`src/rtl/spi_master_shift.sv`:
```
// SPI master shift engine: serialises a WIDTH-bit word on MOSI and collects MISO into rx_data.
// The SPI mode (CPOL/CPHA) is latched per frame when start is accepted.
//
// state | meaning
// IDLE  | CS_n high, SCLK tracks CPOL of SelectMode, waiting for start
// SETUP | CS_n low, CLK_DIV cycles before the first SCLK edge
// XFER  | 2*WIDTH SCLK edges, one every CLK_DIV cycles
// HOLD  | CLK_DIV cycles after the last edge, then done and release CS_n

module spi_master_shift #(
    parameter int WIDTH   = 16,
    parameter int CLK_DIV = 4
) (
    input  logic             clk,
    input  logic             Reset,
    input  logic [1:0]       SelectMode,
    input  logic [WIDTH-1:0] tx_data,
    input  logic             start,
    input  logic             MISO,
    output logic             SCLK,
    output logic             MOSI,
    output logic             CS_n,
    output logic [WIDTH-1:0] rx_data,
    output logic             busy,
    output logic             done
);

    localparam int DW = (CLK_DIV > 1) ? $clog2(CLK_DIV) : 1;
    localparam int EW = $clog2(2 * WIDTH + 1);
    localparam logic [DW-1:0] DIV_LAST  = DW'(CLK_DIV - 1);
    localparam logic [EW-1:0] EDGE_LAST = EW'(2 * WIDTH - 1);

    localparam logic [1:0] ST_IDLE  = 2'd0;
    localparam logic [1:0] ST_SETUP = 2'd1;
    localparam logic [1:0] ST_XFER  = 2'd2;
    localparam logic [1:0] ST_HOLD  = 2'd3;

    logic [1:0]       state_q, state_d;
    logic [DW-1:0]    div_cnt_q, div_cnt_d;
    logic [EW-1:0]    edge_cnt_q, edge_cnt_d;
    logic [1:0]       mode_q, mode_d;
    logic [WIDTH-1:0] tx_q, tx_d;
    logic [WIDTH-1:0] rx_sr_q, rx_sr_d;
    logic [WIDTH-1:0] rx_data_q, rx_data_d;
    logic             sclk_q, sclk_d;
    logic             mosi_q, mosi_d;
    logic             cs_n_q, cs_n_d;
    logic             busy_q, busy_d;
    logic             done_q, done_d;

    logic div_tc;
    logic leading;
    logic last_edge;

    assign div_tc    = (div_cnt_q == DIV_LAST);
    assign leading   = ~edge_cnt_q[0];
    assign last_edge = (edge_cnt_q == EDGE_LAST);

    always_comb begin
        state_d    = state_q;
        div_cnt_d  = div_cnt_q;
        edge_cnt_d = edge_cnt_q;
        mode_d     = mode_q;
        tx_d       = tx_q;
        rx_sr_d    = rx_sr_q;
        rx_data_d  = rx_data_q;
        sclk_d     = sclk_q;
        mosi_d     = mosi_q;
        cs_n_d     = cs_n_q;
        busy_d     = busy_q;
        done_d     = 1'b0;

        case (state_q)
            ST_IDLE: begin
                sclk_d     = SelectMode[1];
                cs_n_d     = 1'b1;
                busy_d     = 1'b0;
                div_cnt_d  = '0;
                edge_cnt_d = '0;
                if (start) begin
                    state_d = ST_SETUP;
                    mode_d  = SelectMode;
                    tx_d    = tx_data;
                    rx_sr_d = '0;
                    cs_n_d  = 1'b0;
                    busy_d  = 1'b1;
                    if (!SelectMode[0]) begin
                        mosi_d = tx_data[WIDTH-1];
                    end
                end
            end
            ST_SETUP: begin
                sclk_d = mode_q[1];
                if (div_tc) begin
                    div_cnt_d = '0;
                    state_d   = ST_XFER;
                end else begin
                    div_cnt_d = div_cnt_q + DW'(1);
                end
            end
            ST_XFER: begin
                if (div_tc) begin
                    div_cnt_d  = '0;
                    sclk_d     = ~sclk_q;
                    edge_cnt_d = edge_cnt_q + EW'(1);
                    // CPHA=0 samples on leading edges, CPHA=1 on trailing; the other edge shifts
                    if (leading ^ mode_q[0]) begin
                        rx_sr_d = {rx_sr_q[WIDTH-2:0], MISO};
                    end else if (mode_q[0] || !last_edge) begin
                        mosi_d = mode_q[0] ? tx_q[WIDTH-1] : tx_q[WIDTH-2];
                        tx_d   = tx_q << 1;
                    end
                    if (last_edge) begin
                        state_d = ST_HOLD;
                    end
                end else begin
                    div_cnt_d = div_cnt_q + DW'(1);
                end
            end
            default: begin
                sclk_d = mode_q[1];
                if (div_tc) begin
                    div_cnt_d = '0;
                    state_d   = ST_IDLE;
                    cs_n_d    = 1'b1;
                    busy_d    = 1'b0;
                    done_d    = 1'b1;
                    rx_data_d = rx_sr_q;
                end else begin
                    div_cnt_d = div_cnt_q + DW'(1);
                end
            end
        endcase
    end

    always_ff @(posedge clk) begin
        if (Reset) begin
            state_q    <= ST_IDLE;
            div_cnt_q  <= '0;
            edge_cnt_q <= '0;
            mode_q     <= '0;
            tx_q       <= '0;
            rx_sr_q    <= '0;
            rx_data_q  <= '0;
            sclk_q     <= 1'b0;
            mosi_q     <= 1'b0;
            cs_n_q     <= 1'b1;
            busy_q     <= 1'b0;
            done_q     <= 1'b0;
        end else begin
            state_q    <= state_d;
            div_cnt_q  <= div_cnt_d;
            edge_cnt_q <= edge_cnt_d;
            mode_q     <= mode_d;
            tx_q       <= tx_d;
            rx_sr_q    <= rx_sr_d;
            rx_data_q  <= rx_data_d;
            sclk_q     <= sclk_d;
            mosi_q     <= mosi_d;
            cs_n_q     <= cs_n_d;
            busy_q     <= busy_d;
            done_q     <= done_d;
        end
    end

    assign SCLK    = sclk_q;
    assign MOSI    = mosi_q;
    assign CS_n    = cs_n_q;
    assign rx_data = rx_data_q;
    assign busy    = busy_q;
    assign done    = done_q;

endmodule

```
`config.mk`:
```
export PLATFORM = sky130hd
export DESIGN_NAME = spi_master_shift
export DESIGN_NICKNAME = d
export VERILOG_FILES = /design/src/rtl/spi_master_shift.sv
export SDC_FILE = /design/constraint.sdc
export NUM_CORES = 1
export LEC_CHECK = 0
export ABC_AREA = 0
export CAP_MARGIN = 20
export CORE_MARGIN = 4
export CORE_UTILIZATION = 53
export CTS_CLUSTER_DIAMETER = 40
export DETAILED_ROUTE_END_ITERATION = 7
export GPL_TIMING_DRIVEN = 0
export PLACE_DENSITY = 0.79
export RECOVER_POWER = 100
export SYNTH_ARGS = -nofsm -noshare
export SYNTH_HDL_FRONTEND = slang
export SYNTH_SLANG_ARGS = --single-unit
```
`constraint.sdc`:
```
create_clock -name clk -period 2 [get_ports clk]
set_input_delay 0.4 -clock clk [delete_from_list [all_inputs] [get_ports clk]]
set_output_delay 0.4 -clock clk [all_outputs]
set_load 0.05 [all_outputs]
```
* Yosys cells after proc, flatten, opt, wreduce, memory -nomap -nowiden
Index checks and enable logic that the tools add are counted.
** Storage, ports and cells
- Flip-flop bits (word level) :: 65
- Word-level logic and storage cells :: 81
- Output and inout bits :: 21
- Input port bits :: 22
** Operators by class
- Muxes and demuxes :: 33
- Reductions and logical operators :: 17
- Add/sub/neg operators :: 2
- Bitwise operators :: 5
- Eq/ne operators :: 12
** Operators by type and width (number)
- $mux 16 :: 7
- $pmux 16 s2 :: 2
- $ne 2x2->1 const B :: 8
- $mux 1 :: 12
- $pmux 6 s2 :: 1
- $mux 2 :: 5
- $reduce_and 5->1 :: 2
- $pmux 1 s2 :: 4
- $reduce_and 2->1 :: 4
- $add 6x1->6 const B :: 1
- $eq 6x5->1 const B :: 1
- $mux 6 :: 1
- $pmux 2 s3 :: 1
- $reduce_and 6->1 :: 1
- $reduce_or 3->1 :: 2
- $eq 2x2->1 const B :: 2
- $not 1->1 :: 4
- $reduce_and 4->1 :: 1
- $reduce_bool 2->1 :: 2
- $reduce_or 4->1 :: 1
- $add 2x1->2 const B :: 1
- $eq 2x1->1 const B :: 1
- $logic_not 2->1 :: 1
- $reduce_or 2->1 :: 1
- 3 further kinds :: 3

* Depth between registers and ports, before layout
- Depth in word-level cells :: 7
- Gate-level depth with buffers :: 8

* Worst setup path before layout
Ideal clock, no wire load.
- Kind :: register to register
- Start point :: register state_q[0]
- End point :: register tx_q[13]
- Slack :: 0.255 ns
- Path buffers :: 2
- Stages on the path, launching flop included :: 9
- Data arrival time :: 1.657 ns
- Library setup time :: 0.088 ns
- Path through :: dfxtp_1 -> inv_1 -> ha_1 -> buf_4 -> and2_1 -> a32oi_4 -> buf_4 -> a21oi_1 -> a311oi_2
** On the way
- Longest elaborated chain between the ends :: 3
- Elaborated cells on any way between the ends :: 9
- Those cells by class :: 5 x eq/ne; 1 x mux; 3 x reduce/logical
** Ends and longest elaborated chain
- start, declared :: RTL line 38 : logic [1:0] state_q, state_d;
- start signal, assigned :: RTL line 151 : state_q <= state_d;
- $eq 2x2->1 or $logic_not 2->1 (tied branches) :: RTL line 73 : case (state_q)
- $ne 2x2->1 (no source line) or $reduce_bool 2->1 (tied branches)
- $reduce_and 5->1 (no source line)
- end signal, assigned :: RTL line 155 : tx_q <= tx_d;
- end, declared :: RTL line 42 : logic [WIDTH-1:0] tx_q, tx_d;
Several ways; a longest one is shown, not always the timed one.
A chain may end at the register's enable or synchronous reset.

* Final worst setup path
- Start point :: register sclk_q, in the netlist SCLK
- End point :: output SCLK
** RTL lines
- start, declared :: RTL line 45 : logic sclk_q, sclk_d;
- start signal, assigned :: RTL line 158 : sclk_q <= sclk_d;
- end, declared :: RTL line 20 : output logic SCLK,
No word-level cell between the ends.

==> results.py <==
metrics = {
    "grt": {
        "grt_pass1_wl_um": 10100,
        "grt_overflow_total": 0,
        "grt_max_degree": 13,
        "antenna_found_initial": 0,
        "grt_pass1_vias": 2227,
        "grt_use_total": 0.202,
    },
    "cells_and_area": {
        "diodes": 0,
        "fin_nets": 389,
        "drive_gt1_frac": 0.120,
        "nFillCells": 430,
        "final_cell_area_um2": 3510,
        "fin_util": 0.688,
        "area_growth_pct": 26.6,
    },
    "worst_setup_path": {
        "worstPathCellList": "clkdlybuf4s50_1",
        "worstReg2RegEnd": "tx_q[11]$_SDFFE_PP0P_",
        "crit_path_max_fanout": 3,
        "worstSetupEndpointType": "output pin",
        "worstSetupPathType": "register to output pin",
        "rr_startpoint": "state_q[0]$_SDFFE_PP0P_",
        "path_buf_inv": 1,
        "crit_slowest_cell": "clkdlybuf4s50_1",
        "reg2regPathDepth": 8,
        "worstPathRequired_ns": 1.60,
        "crit_family": "buffers and inverters",
        "cp-start-kind": "register",
        "rrSetupSlack_ns": 0.07,
        "cp.arrival_ns": 1.53,
        "slowest_delay_ns": 0.82,
    },
    "synth": {
        "ys_ff_latch": 65,
        "synth_commonest_cells": "65 x dfxtp_1, 48 x nand2_1, 39 x a21oi_1",
        "ys_top_cells_by_area": "dfxtp_1 47%, a21oi_1 7.0%, mux2i_1 6.5%, nand2_1 6.5%, a22oi_1 4.3%",
        "synthMostInstantiatedCell": "dfxtp_1",
        "yosysTopAreaCellShare": 0.469,
        "synth_edf_count": 0,
        "netlist_instances": 304,
        "synth_cell_types": 42,
        "syn_area_um2": 2780,
        "yosysTopAreaCell": "dfxtp_1",
        "avgSynthCellArea_um2": 9.13,
        "ys_async_sr_fraction": 0,
        "synth_nets": 332,
        "synthFlopType": "dfxtp_1",
        "synth-warning-count": 0,
        "yosysSeqAreaShare": 0.469,
    },
    "drt": {
        "antenna_left": 0,
        "via_per_inst": 5.48,
        "routedWlPerCell_um": 13.9,
        "vias": 2388,
        "drtPass1Iterations": 4,
        "route.detailed.drc": 0,
        "drt-total-wl_um": 6070,
        "drtIter0Drc": 132,
    },
    "pwr": {
        "combPwrFrac": 0.383,
        "finalPower_mw": 4.22,
        "pwr-share-clk": 0.242,
        "swShare": 0.375,
        "switching_power_mw": 1.58,
        "powerDensity_nw_per_um2": 1200,
        "share_seq_of_total_power": 0.376,
        "leakagePower_nw": 1.23,
        "ir_drop_mv": 0.813,
        "intPower_mw": 2.64,
    },
    "cts": {
        "ctsHtreeMaxLevel": 3,
        "cts_tree": "done",
        "clock-sinks": 65,
        "postCtsHoldBufs": 0,
        "ctsLongestPathBuffers": 2,
        "root_buffer": "clkbuf_8",
        "path_clk_slew_ns": 0.07,
        "cts_buffers": 9,
        "clkLatencyLatePin_ns": 0.34,
    },
    "floorplanning": {
        "die_w_um": 80.4,
        "die_area_um2": 6460,
        "fp.dieH_um": 80.4,
        "num_rows": 26,
        "top_level_ports": 43,
        "core-area_um2": 5110,
        "start_util": 0.543,
    },
    "place": {
        "finalWeightedCongestion": 0.809,
        "dpl.hpwl_um": 4250,
        "place_area_um2": 3270,
        "port_buffers": 41,
    },
    "worst_hold_path": {
        "hold_path.class": "register to register",
        "hold_depth": 2,
        "hold_end": "rx_data[3]$_SDFFE_PP0P_",
        "worstHoldStart": "rx_data[3]$_SDFFE_PP0P_",
    },
    "timing": {
        "setup_viol": 0,
        "hold_viol_final": 0,
        "rsz0062_at_grt": "true",
        "slew_violations": 0,
        "holdWs_ns": 0.455,
        "worstMarginPinSlew_ns": 0.604,
        "maxSlewHeadroom": 0.598,
        "period_minus_slack_ns": 1.93,
        "fmax_mhz": 518,
        "period_share": 0.965,
        "finalClockSkew_ns": 0.00692,
    },
    "outcome": {
        "outcome": "completed",
    },
    "flow_run": {
        "maxCapViolations": 0,
    },
}
==> cell families after synthesis <==
| kind of cell | synth area share |
|---|---|
| fa+ha+maj | 0.0271 |
| compound gates | 0.206 |
| simple gates | 0.157 |
| xor+xnor | 0.0153 |
| flops | 0.469 |
| buf+inv | 0.0478 |
| mux | 0.0780 |
==> sequential cells by signal, indices dropped and copies added (netlist names) <==
| signal | cells |
|---|---|
| rx_data | 16 |
| rx_sr_q | 16 |
| tx_q | 16 |
| edge_cnt_q | 6 |
| div_cnt_q | 2 |
| mode_q | 2 |
| state_q | 2 |
| CS_n | 1 |
| MOSI | 1 |
| SCLK | 1 |
| busy | 1 |
| done | 1 |
==> power groups by stage <==
| stage | sequential [mW] | combinational [mW] | clock [mW] |
|---|---|---|---|
| floorplan | 1.69 | 1.05 | 0 |
| global placement | 1.60 | 1.45 | 0 |
| detailed placement | 1.60 | 1.49 | 0 |
| CTS | 1.58 | 1.49 | 1.04 |
| global route | 1.60 | 1.76 | 1.09 |
| finish | 1.58 | 1.62 | 1.02 |
==> routing by layer <==
layer / track usage / part of all wire
met1: 0.261 / 0.47
met2: 0.312 / 0.46
met3: 0.0527 / 0.049
met4: 0.0963 / 0.020
met5: 0 / 0
==> stage by stage <==
step | setup WS, ns | TNS [ns] | cells
2_1_floorplan | 0.255 | 0 | 304
3_3_place_gp | 0.0430 | 0 | 415
3_5_place_dp | 0.0209 | 0 | 415
4_1_cts | 0.000676 | 0 | 431
5_1_grt | -0.0261 | -0.0615 | 436
6_report | 0.0702 | 0 | 436
==> timing repair <==
action | in CTS | in global routing
buffers inserted | 0 | 4
gates resized for setup | 0 | 11
endpoints found under the setup margin | 0 | 32
==> layout make-up <==
cell class                 instances  area [µm²]  share of cell area
inverter                           5        18.8             0.00534
timing repair buffer              46         452               0.129
multi-input combinational        211        1350               0.384
tap                               70        87.6              0.0249
clock buffer                      10         138              0.0392
clock inverter                     6        42.5              0.0121
sequential                        65        1300               0.371
buffer                            23         124              0.0352
==> cell usage in the layout (no fill, tap or decap), types with 2 or more instances in the layout <==
cell	n
nor2_1	28
and3_1	2
a311oi_2	3
buf_4	7
and2_1	2
nand3_1	4
clkdlybuf4s50_1	41
nor4_1	2
o21ai_1	2
mux2_1	2
nor3_1	4
buf_2	5
clkinv_2	2
a21oi_1	38
clkinvlp_4	2
dfxtp_1	64
buf_6	3
ha_1	6
a311oi_1	12
clkbuf_8	10
nand2_1	48
inv_1	5
nand2b_1	2
mux2i_1	18
nor2b_1	2
xnor2_1	2
clkbuf_1	10
a22oi_1	16
==> how the worst max path moves through the flow <==
stage | depth (start not counted) | slack [ns] | end | start
after floorplan | 8 | 0.25 | tx_q[13]$_SDFFE_PP0P_ | state_q[0]$_SDFFE_PP0P_
after global placement | 6 | 0.04 | tx_q[13]$_SDFFE_PP0P_ | start
after detailed placement | 6 | 0.02 | tx_q[14]$_SDFFE_PP0P_ | start
after CTS | 8 | 0.0007 | tx_q[14]$_SDFFE_PP0P_ | state_q[0]$_SDFFE_PP0P_
after global routing | 8 | -0.03 | tx_q[14]$_SDFFE_PP0P_ | state_q[0]$_SDFFE_PP0P_
final | 1 | 0.07 | SCLK | SCLK$_SDFFE_PP0N_
==> tightest hold or removal path, stage by stage, from the launching register on <==
cell	delay, ns
dfxtp_1	0.31
nand2_1	0.05
a21oi_1	0.05
Note: power is estimated with default switching activity, not from simulation.
